## src/rtl/sparc_exu_regwb_pkg.sv

```systemverilog
// Shared exu package: thread count, one-hot thread mask type and
// thread-index constants used by the register write-back slice.
package sparc_exu_regwb_pkg;

  localparam int NUM_THR = 4;

  typedef logic [NUM_THR-1:0] thr_mask_t;

  localparam thr_mask_t THR0 = 4'b0001;
  localparam thr_mask_t THR1 = 4'b0010;
  localparam thr_mask_t THR2 = 4'b0100;
  localparam thr_mask_t THR3 = 4'b1000;

endpackage

```

## src/rtl/sparc_exu_regwb_if.sv

```systemverilog
// Write-back bus: E-stage write request, M/W kills, read bypass port,
// storage write outputs and per-thread pending flags.
interface sparc_exu_regwb_if
  import sparc_exu_regwb_pkg::*;
#(
  parameter int SIZE = 3
);

  thr_mask_t         thr_e;
  logic              wen_e;
  logic [SIZE-1:0]   data_e;
  logic              kill_m;
  logic              kill_w;
  thr_mask_t         thr_rd;
  logic [SIZE-1:0]   rd_data_in;
  logic              wen_w;
  thr_mask_t         thr_w;
  logic [SIZE-1:0]   data_in_w;
  logic [SIZE-1:0]   rd_data;
  thr_mask_t         pend;

  modport master (
    output thr_e, wen_e, data_e,
    output kill_m, kill_w,
    output thr_rd, rd_data_in,
    input  wen_w, thr_w, data_in_w,
    input  rd_data, pend
  );

  modport slave (
    input  thr_e, wen_e, data_e,
    input  kill_m, kill_w,
    input  thr_rd, rd_data_in,
    output wen_w, thr_w, data_in_w,
    output rd_data, pend
  );

endinterface

```

## src/rtl/sparc_exu_regwb_stg.sv

```systemverilog
// One pipe stage: async-reset valid/thr/data flops.
// Ports: clk, arst_l, se, valid_d/thr_d/data_d in, valid_q/thr_q/data_q out.
module sparc_exu_regwb_stg
  import sparc_exu_regwb_pkg::*;
#(
  parameter int SIZE = 3
) (
  input  logic            clk,
  input  logic            arst_l,
  input  logic            se,
  input  logic            valid_d,
  input  thr_mask_t       thr_d,
  input  logic [SIZE-1:0] data_d,
  output logic            valid_q,
  output thr_mask_t       thr_q,
  output logic [SIZE-1:0] data_q
);

  // scan enable has no functional role in this model
  logic unused_se;
  assign unused_se = se;

  always_ff @(posedge clk or negedge arst_l) begin
    if (!arst_l) begin
      valid_q <= 1'b0;
      thr_q   <= '0;
      data_q  <= '0;
    end else begin
      valid_q <= valid_d;
      thr_q   <= thr_d;
      data_q  <= data_d;
    end
  end

endmodule

```

## src/rtl/sparc_exu_regwb.sv

```systemverilog
// Two-stage (M, W) register write-back pipe with kills, pend flags and
// optional read bypass (macro EXU_REGWB_BYPASS_EN).
// Ports: clk, arst_l (async, active-low), se, io (slave bus).
module sparc_exu_regwb
  import sparc_exu_regwb_pkg::*;
#(
  parameter int SIZE = 3
) (
  input logic             clk,
  input logic             arst_l,
  input logic             se,
  sparc_exu_regwb_if.slave io
);

  logic            m_valid;
  thr_mask_t       m_thr;
  logic [SIZE-1:0] m_data;
  logic            w_valid;
  thr_mask_t       w_thr;
  logic [SIZE-1:0] w_data;

  sparc_exu_regwb_stg #(.SIZE(SIZE)) u_m (
    .clk     (clk),
    .arst_l  (arst_l),
    .se      (se),
    .valid_d (io.wen_e & (|io.thr_e)),
    .thr_d   (io.thr_e),
    .data_d  (io.data_e),
    .valid_q (m_valid),
    .thr_q   (m_thr),
    .data_q  (m_data)
  );

  sparc_exu_regwb_stg #(.SIZE(SIZE)) u_w (
    .clk     (clk),
    .arst_l  (arst_l),
    .se      (se),
    .valid_d (m_valid & ~io.kill_m),
    .thr_d   (m_thr),
    .data_d  (m_data),
    .valid_q (w_valid),
    .thr_q   (w_thr),
    .data_q  (w_data)
  );

  assign io.wen_w     = w_valid & ~io.kill_w;
  assign io.thr_w     = w_thr;
  assign io.data_in_w = w_data;
  assign io.pend      = ({NUM_THR{m_valid}} & m_thr)
                      | ({NUM_THR{w_valid}} & w_thr);

`ifdef EXU_REGWB_BYPASS_EN
  // younger M write shadows the older W write
  always_comb begin
    io.rd_data = io.rd_data_in;
    if (m_valid & ~io.kill_m & (m_thr == io.thr_rd))
      io.rd_data = m_data;
    else if (io.wen_w & (w_thr == io.thr_rd))
      io.rd_data = w_data;
  end
`else
  logic unused_rd;
  assign unused_rd  = ^io.thr_rd;
  assign io.rd_data = io.rd_data_in;
`endif

endmodule

```

## src/flat_wrapper.sv

```systemverilog
// flat-port wrapper written by rule: the top's interface ports become plain ports
module sparc_exu_regwb_flat import sparc_exu_regwb_pkg::*;
#(
  parameter int SIZE = 3
)
  (clk, arst_l, se, io_thr_e, io_wen_e, io_data_e, io_kill_m, io_kill_w, io_thr_rd, io_rd_data_in, io_wen_w, io_thr_w, io_data_in_w, io_rd_data, io_pend);
  sparc_exu_regwb_if #(.SIZE(SIZE)) io_i ();
  input logic clk;
  input logic arst_l;
  input logic se;
  input wire logic [$bits(io_i.thr_e)-1:0] io_thr_e;
  input wire logic [$bits(io_i.wen_e)-1:0] io_wen_e;
  input wire logic [$bits(io_i.data_e)-1:0] io_data_e;
  input wire logic [$bits(io_i.kill_m)-1:0] io_kill_m;
  input wire logic [$bits(io_i.kill_w)-1:0] io_kill_w;
  input wire logic [$bits(io_i.thr_rd)-1:0] io_thr_rd;
  input wire logic [$bits(io_i.rd_data_in)-1:0] io_rd_data_in;
  output wire logic [$bits(io_i.wen_w)-1:0] io_wen_w;
  output wire logic [$bits(io_i.thr_w)-1:0] io_thr_w;
  output wire logic [$bits(io_i.data_in_w)-1:0] io_data_in_w;
  output wire logic [$bits(io_i.rd_data)-1:0] io_rd_data;
  output wire logic [$bits(io_i.pend)-1:0] io_pend;
  assign io_i.thr_e = io_thr_e;
  assign io_i.wen_e = io_wen_e;
  assign io_i.data_e = io_data_e;
  assign io_i.kill_m = io_kill_m;
  assign io_i.kill_w = io_kill_w;
  assign io_i.thr_rd = io_thr_rd;
  assign io_i.rd_data_in = io_rd_data_in;
  assign io_wen_w = io_i.wen_w;
  assign io_thr_w = io_i.thr_w;
  assign io_data_in_w = io_i.data_in_w;
  assign io_rd_data = io_i.rd_data;
  assign io_pend = io_i.pend;
  sparc_exu_regwb #(.SIZE(SIZE)) u_core (.clk(clk), .arst_l(arst_l), .se(se), .io(io_i));
endmodule
```

## config.mk

```make
export PLATFORM = sky130hd
export DESIGN_NAME = sparc_exu_regwb_flat
export DESIGN_NICKNAME = d
export VERILOG_FILES = /design/src/rtl/sparc_exu_regwb_pkg.sv /design/src/rtl/sparc_exu_regwb_if.sv /design/src/rtl/sparc_exu_regwb_stg.sv /design/src/rtl/sparc_exu_regwb.sv /design/src/flat_wrapper.sv
export SDC_FILE = /design/constraint.sdc
export NUM_CORES = 1
export LEC_CHECK = 0
export BUFFER_PORTS_ARGS = -buffer_cell sky130_fd_sc_hd__buf_4
export CORE_UTILIZATION = 37
export CTS_BUF_LIST = sky130_fd_sc_hd__clkbuf_16
export DETAILED_ROUTE_END_ITERATION = 6
export GPL_ROUTABILITY_DRIVEN = 0
export PLACE_DENSITY_LB_ADDON = 0.2
export RECOVER_POWER = 25
export SLEW_MARGIN = 5
export SYNTH_ARGS = -nofsm -noshare
export SYNTH_HDL_FRONTEND = slang
export SYNTH_SLANG_ARGS = --single-unit
```

## constraint.sdc

```tcl
create_clock -name clk -period 0.8 [get_ports clk]
set_input_delay 0.04 -clock clk [delete_from_list [all_inputs] [get_ports clk]]
set_output_delay 0.04 -clock clk [all_outputs]
set_load 0.05 [all_outputs]
```

# --- Word level (Yosys, flattened, before mapping) ---
# Cells that the tools add are included.
op_classes:
  bitwise: 8
  reduce_logical: 1
op_table:
  columns: ["op", "count"]
  rows:
  - ["4-bit AND", 2]
  - ["4-bit OR", 1]
  - ["4-bit OR reduction", 1]
  - ["1-bit AND", 3]
  - ["1-bit NOT", 2]
totals:
  in_bits: 20
  elab_cells: 15
  ff_bits: 16

# --- Logic depth before layout (Yosys ltp) ---
# Gate-level depths: netlist of run 1.
depth:
  depth_word: 2
  ltp_mapped: 1
  depth_no_buf: 1

# --- Hierarchy ---
# A second synthesis of run 1 with hierarchy kept.
unflattened:
  hier_cells: 26
  hier_area_um2: 481.7
by_module_without_submodules:
  columns: ["module", "n_inst", "area_per_inst_um2", "seq_area_each_um2", "cells_per_inst"]
  rows:
  - ["sparc_exu_regwb_stg", 2, 200.2, 200.2, 8]
  - ["sparc_exu_regwb", 1, 81.3, 0.0, 10]

# --- Worst setup path before layout of run 1 ---
# No wires, ideal clock.
synth_timing:
  path_kind: "reg2out"
  start: "reg u_core.u_w.thr_q[1]"
  end: "out io_pend[1]"
  path_stages_with_launch: 2
  setup_slack_ns: -0.367
  n_path_buf: 0
  t_required_ns: 0.760
  arrival_ns: 1.127
  path_cell_list: "dfrtp_1 > a22o_1"
synth_via:
  elab_chain_len: 2
synth_lines:
  columns: ["element", "line_no", "rtl"]
  rows:
  - ["start, declared", "sparc_exu_regwb_stg.sv:15", "output thr_mask_t thr_q,"]
  - ["start signal, assigned", "sparc_exu_regwb_stg.sv:30", "thr_q <= thr_d;"]
  - ["4-bit AND", "sparc_exu_regwb.sv:50", "| ({NUM_THR{w_valid}} & w_thr);"]
  - ["4-bit OR", "sparc_exu_regwb.sv:50", null]
  - ["end, declared", "flat_wrapper.sv:22", "output wire logic [$bits(io_i.pend)-1:0] io_pend;"]
# No other way between the ends.

# --- Worst setup path after layout of run 1 ---
layout_timing:
  start: "reg u_core.u_w.valid_q"
  end: "out io_pend[2]"
layout_via:
  elab_chain_len: 2
layout_lines:
  columns: ["element", "line_no", "rtl"]
  rows:
  - ["start, declared", "sparc_exu_regwb_stg.sv:14", "output logic valid_q,"]
  - ["start signal, assigned", "sparc_exu_regwb_stg.sv:29", "valid_q <= valid_d;"]
  - ["4-bit AND", "sparc_exu_regwb.sv:50", null]
  - ["4-bit OR", "sparc_exu_regwb.sv:50", null]
# No other way between the ends.

==> results of run 1 <==
per-stage QoR:
step	worst slack, ns	std cells	setup TNS [ns]
2_1_floorplan	-0.0966	26	-0.293
3_3_place_gp	-0.122	61	-0.449
3_5_place_dp	-0.130	61	-0.481
4_1_cts	-0.353	74	-1.94
5_1_grt	-0.369	75	-2.26
6_report	-0.344	75	-1.99
power by group through the flow:
stage	combinational (mW)	clock [mW]	sequential, mW
2_1_floorplan	0.149	0	0.960
3_3_place_gp	0.291	0	0.897
3_5_place_dp	0.293	0	0.902
4_1_cts	0.365	0.956	0.894
5_1_grt	0.396	0.986	0.898
6_report	0.380	0.942	0.892
cell type report:
class / instances / area (um^2)
Clock inverter: 1 / 3.75
Sequential cell: 16 / 408
Timing Repair Buffer: 34 / 343
Tap cell: 14 / 17.5
Clock buffer: 3 / 75.1
Fill cell: 62 / 208
Multi-Input combinational cell: 7 / 101
cells in the final DEF, fill, tap and decap left out, drive strengths merged:
cell          n
dfrtp        16
clkbuf        4
buf          24
clkinv        1
a22o          4
nor2b         2
o41a          1
dlygate4sd3   9
critical path, stage by stage (launching register included):
cell	delay, ns
dfrtp_2	0.45
a22o_4	0.26
buf_8	0.15
Yosys cell counts:
library cell / number
a22o_1: 4
buf_4: 3
dfrtp_1: 16
nor2b_1: 2
o41a_1: 1
metal layers:
| metal | wire (um) | track usage (%) | part of all wire (%) |
|---|---|---|---|
| met1 | 415 | 21.5 | 37 |
| met2 | 645 | 34.3 | 57 |
| met3 | 65 | 5.23 | 5.8 |
| met4 | 0 | 8.93 | 0 |
| met5 | 0 | 0 | 0 |
sequential cells by signal, indices dropped and copies added, names as in the netlist:
register	cells
u_core.u_m.valid_q	1
u_core.u_m.data_q	3
u_core.u_w.valid_q	1
u_core.u_w.data_q	3
u_core.u_w.thr_q	4
u_core.u_m.thr_q	4
how the worst max path moves through the flow:
stage | start | endpoint | cells after the start
finish | u_core.u_w.valid_q$_DFF_PN0_ | io_pend[2] | 2
global route | u_core.u_m.valid_q$_DFF_PN0_ | io_pend[0] | 2
CTS | u_core.u_w.valid_q$_DFF_PN0_ | io_pend[2] | 2
detailed placement | u_core.u_m.valid_q$_DFF_PN0_ | io_pend[0] | 2
global placement | u_core.u_m.valid_q$_DFF_PN0_ | io_pend[0] | 2
floorplan | u_core.u_w.thr_q[1]$_DFF_PN0_ | io_pend[1] | 1
timing repair:
action	CTS	global route
pin swaps	1	1
hold buffers	9	0
endpoints found under the setup margin	12	12
endpoints found under the hold margin	24	0
gates resized for setup	16	3
setup buffers	0	1
cells by family after synthesis:
group / count (synthesis) / share of synthesized area, %
flip-flops: 16 / 83.1
buffers and inverters: 3 / 4.67
AO/OA/AOI/OAI: 5 / 9.61
AND/OR/NAND/NOR: 2 / 2.60
==> flow_summary.json, run 1 <==
{
  "critPathKind": "register to output port",
  "antenna_found_initial": 0,
  "cap_violations": 0,
  "grt_use_total_pct": 19.5,
  "clockBufferDepth": 2,
  "seq_area_frac_synth_pct": 83.1,
  "rows": 12,
  "holdPathStages": 2,
  "slew_violations": 0,
  "worst_pin_slew_ns": 0.370,
  "grt_max_degree": 17,
  "synth.avg_cell_area_um2": 18.5,
  "ys_ff_latch": 16,
  "drive_gt1_share_pct": 63.9,
  "die_h_um": 38.1,
  "rrSetupSlack_ns": 0.10,
  "fin_area_um2": 948,
  "outcome": "finished with violations",
  "fmax_mhz": 874,
  "place_area_um2": 706,
  "nets": 82,
  "dieArea_um2": 1450,
  "wl_um": 1130,
  "syn-cell-area_um2": 482,
  "synth_top_area_share_pct": 83.1,
  "die_w_um": 38.1,
  "grt_pass1_wl_um": 1760,
  "hold_path_class": "input pin to register",
  "synth.largest_area_cell": "dfrtp_1",
  "switching_share_pct": 23.2,
  "coreArea_um2": 1160,
  "hold_violations": 0,
  "utilization_pct": 82.0,
  "initial_core_util_pct": 41.7,
  "io_pins": 35,
  "synthesis.nets": 46,
  "yosysWarnings": 0,
  "cp.required_ns": 0.76,
  "cellPowerDensity_nw_per_um2": 2330,
  "fin_skew_ns": 0.00254,
  "period_needed_ns": 1.14,
  "ir_drop_mv": 1.73,
  "p_leak_nw": 0.441,
  "cts_tree": "built",
  "syn_inst": 26,
  "cp_max_fo": 5,
  "violations": "negative setup slack",
  "total_power_mw": 2.21,
  "grt-ovfl-total": 0,
  "drc": 0,
  "comb_power_share_pct": 17.2,
  "crit-reg2reg-launch": "u_core.u_m.valid_q$_DFF_PN0_",
  "synth_cell_types": 5,
  "min-delay-start": "io_wen_e",
  "cts_sinks": 16,
  "fin_crit_sh_pct": 143,
  "first_global_vias": 401,
  "switchingPower_mw": 0.513,
  "whs_ns": 0.0527,
  "insertion_delay_ns": 0.24,
  "synth_area_leaders": "dfrtp_1, a22o_1, buf_4",
  "wl_per_cell_um": 15.0,
  "seqPwrFrac_pct": 40.3,
  "ant_nets": 0,
  "dr.pass1.iters": 2,
  "reg2reg_to": "u_core.u_w.valid_q$_DFF_PN0_",
  "pwr-share-clk_pct": 42.5,
  "syn_to_final_growth_pct": 96.9,
  "drt-initial-drc-count": 3,
  "reg2regPathDepth": 1,
  "htreeDepth": 1,
  "vias": 347,
  "slew_headroom_pct": 75.4,
  "finalSetupViolCount": 11,
  "startpoint_type": "register",
  "critical_path_arrival_ns": 1.10,
  "rsz0062_at_grt": "true",
  "cts-buffers-inserted": 3,
  "n_antenna_cell": 0,
  "holdPathEnd": "u_core.u_m.valid_q$_DFF_PN0_",
  "cts_root_buf": "clkbuf_16",
  "p_int_mw": 1.70,
  "viasPerCell": 4.63,
  "fin_ws_ns": -0.344,
  "portBuffers": 23,
  "clk_pin_slew_worst_paths_ns": 0.05,
  "end_kind": "output port"
}
(Power assumes the default switching activity.)
==> inputs of run 2 (changes only) <==
==> constraint.sdc (replaced) <==
create_clock -name clk -period 0.8 [get_ports clk]
set_input_delay 0.08 -clock clk [delete_from_list [all_inputs] [get_ports clk]]
set_output_delay 0.08 -clock clk [all_outputs]
set_load 0.05 [all_outputs]
==> flow_summary.json, run 2 (same netlist as run 1, synthesis figures left out) <==
{
  "vias": 332,
  "clockBufferDepth": 2,
  "end_kind": "output port",
  "p_leak_nw": 0.436,
  "cp.required_ns": 0.72,
  "nets": 81,
  "fin_crit_sh_pct": 149,
  "fin_skew_ns": 0.000538,
  "startpoint_type": "register",
  "initial_core_util_pct": 41.7,
  "worst_pin_slew_ns": 0.370,
  "utilization_pct": 81.4,
  "antenna_found_initial": 0,
  "first_global_vias": 368,
  "io_pins": 35,
  "period_needed_ns": 1.19,
  "slew_headroom_pct": 75.3,
  "rrSetupSlack_ns": 0.09,
  "cts_sinks": 16,
  "htreeDepth": 1,
  "cts-buffers-inserted": 3,
  "fin_ws_ns": -0.389,
  "cellPowerDensity_nw_per_um2": 2360,
  "finalSetupViolCount": 12,
  "cts_root_buf": "clkbuf_16",
  "critPathKind": "register to output port",
  "cts_tree": "built",
  "dpl.hpwl_um": 667,
  "rsz0062_at_grt": "true",
  "die_h_um": 38.1,
  "tns_ns": -2.43,
  "reg_top3": "u_core.u_m.thr_q x4, u_core.u_w.thr_q x4",
  "final_cell_mix": "buf_4, dfrtp_1, dlygate4sd3_1",
  "coreArea_um2": 1160,
  "outcome": "finished with violations",
  "wl_per_cell_um": 14.3,
  "ir_drop_mv": 1.82,
  "cap_violations": 0,
  "place_area_um2": 706,
  "n_antenna_cell": 0,
  "clk_pin_slew_worst_paths_ns": 0.05,
  "portBuffers": 23,
  "dr.pass1.iters": 1,
  "grt_pass1_wl_um": 1690,
  "grt_max_degree": 17,
  "fin_area_um2": 941,
  "die_w_um": 38.1,
  "whs_ns": 0.0778,
  "drc": 0,
  "hold_path_class": "input pin to register",
  "wl_um": 1060,
  "drt-initial-drc-count": 0,
  "fmax_mhz": 841,
  "rows": 12,
  "viasPerCell": 4.49,
  "insertion_delay_ns": 0.24,
  "slew_violations": 0,
  "drive_gt1_share_pct": 63.3,
  "hold_violations": 0,
  "grt_use_total_pct": 18.7,
  "grt-ovfl-total": 0,
  "dieArea_um2": 1450,
  "syn_to_final_growth_pct": 95.3,
  "critical_path_arrival_ns": 1.11,
  "ant_nets": 0,
  "cp_max_fo": 5,
  "violations": "negative setup slack"
}
==> run 2: worst max-delay path, stage by stage (launching register included) <==
cell     delay, ns
dfrtp_2       0.45
a22o_4        0.27
buf_8         0.15
==> run 2: cell type report <==
type | instances | area (um^2)
Sequential cell | 16 | 408
Timing Repair Buffer | 33 | 335
Fill cell | 62 | 215
Multi-Input combinational cell | 7 | 101
Clock buffer | 3 | 75.1
Tap cell | 14 | 17.5
Clock inverter | 1 | 3.75
==> run 2: final timing paths <==
path	end	depth (start not counted)	startpoint
setup reg to reg	u_core.u_w.valid_q$_DFF_PN0_	1	u_core.u_m.valid_q$_DFF_PN0_
hold reg to reg	u_core.u_w.data_q[1]$_DFF_PN0_	0	u_core.u_m.data_q[1]$_DFF_PN0_
setup / recovery	io_pend[2]	2	u_core.u_w.valid_q$_DFF_PN0_
min in group asynchronous	u_core.u_m.thr_q[0]$_DFF_PN0_	2	arst_l
max in group asynchronous	u_core.u_w.thr_q[2]$_DFF_PN0_	2	arst_l
hold / removal	u_core.u_m.valid_q$_DFF_PN0_	2	io_thr_e[2]
==> run 2: power breakdown <==
group / total [mW] / internal [mW] / switching (mW)
sequential: 0.895 / 0.857 / 0.0381
combinational: 0.371 / 0.182 / 0.190
clock: 0.955 / 0.661 / 0.293
total: 2.22 / 1.70 / 0.521
==> run 2: what timing repair did <==
action / 4_1_cts / 5_1_grt
hold buffers: 9 / 0
setup endpoints to repair: 12 / 12
endpoints found under the hold margin: 24 / 0
buffers inserted: 0 / 1
resized for setup: 18 / 2
pin swaps: 3 / 0
gates cloned: 0 / 0
==> run 2: through the flow <==
step                total power [mW]  instances  worst slack (ns)
floorplan                       1.11         26            -0.124
global placement                1.19         61            -0.162
detailed placement              1.20         61            -0.172
CTS                             2.24         74            -0.388
global route                    2.29         74            -0.407
finish                          2.22         74            -0.389
==> run 2: routing by layer <==
| layer | routed length [um] | GRT usage, % |
|---|---|---|
| met1 | 404 | 21.8 |
| met2 | 571 | 28.8 |
| met3 | 76 | 6.98 |
| met4 | 8 | 11.6 |
| met5 | 0 | 0 |
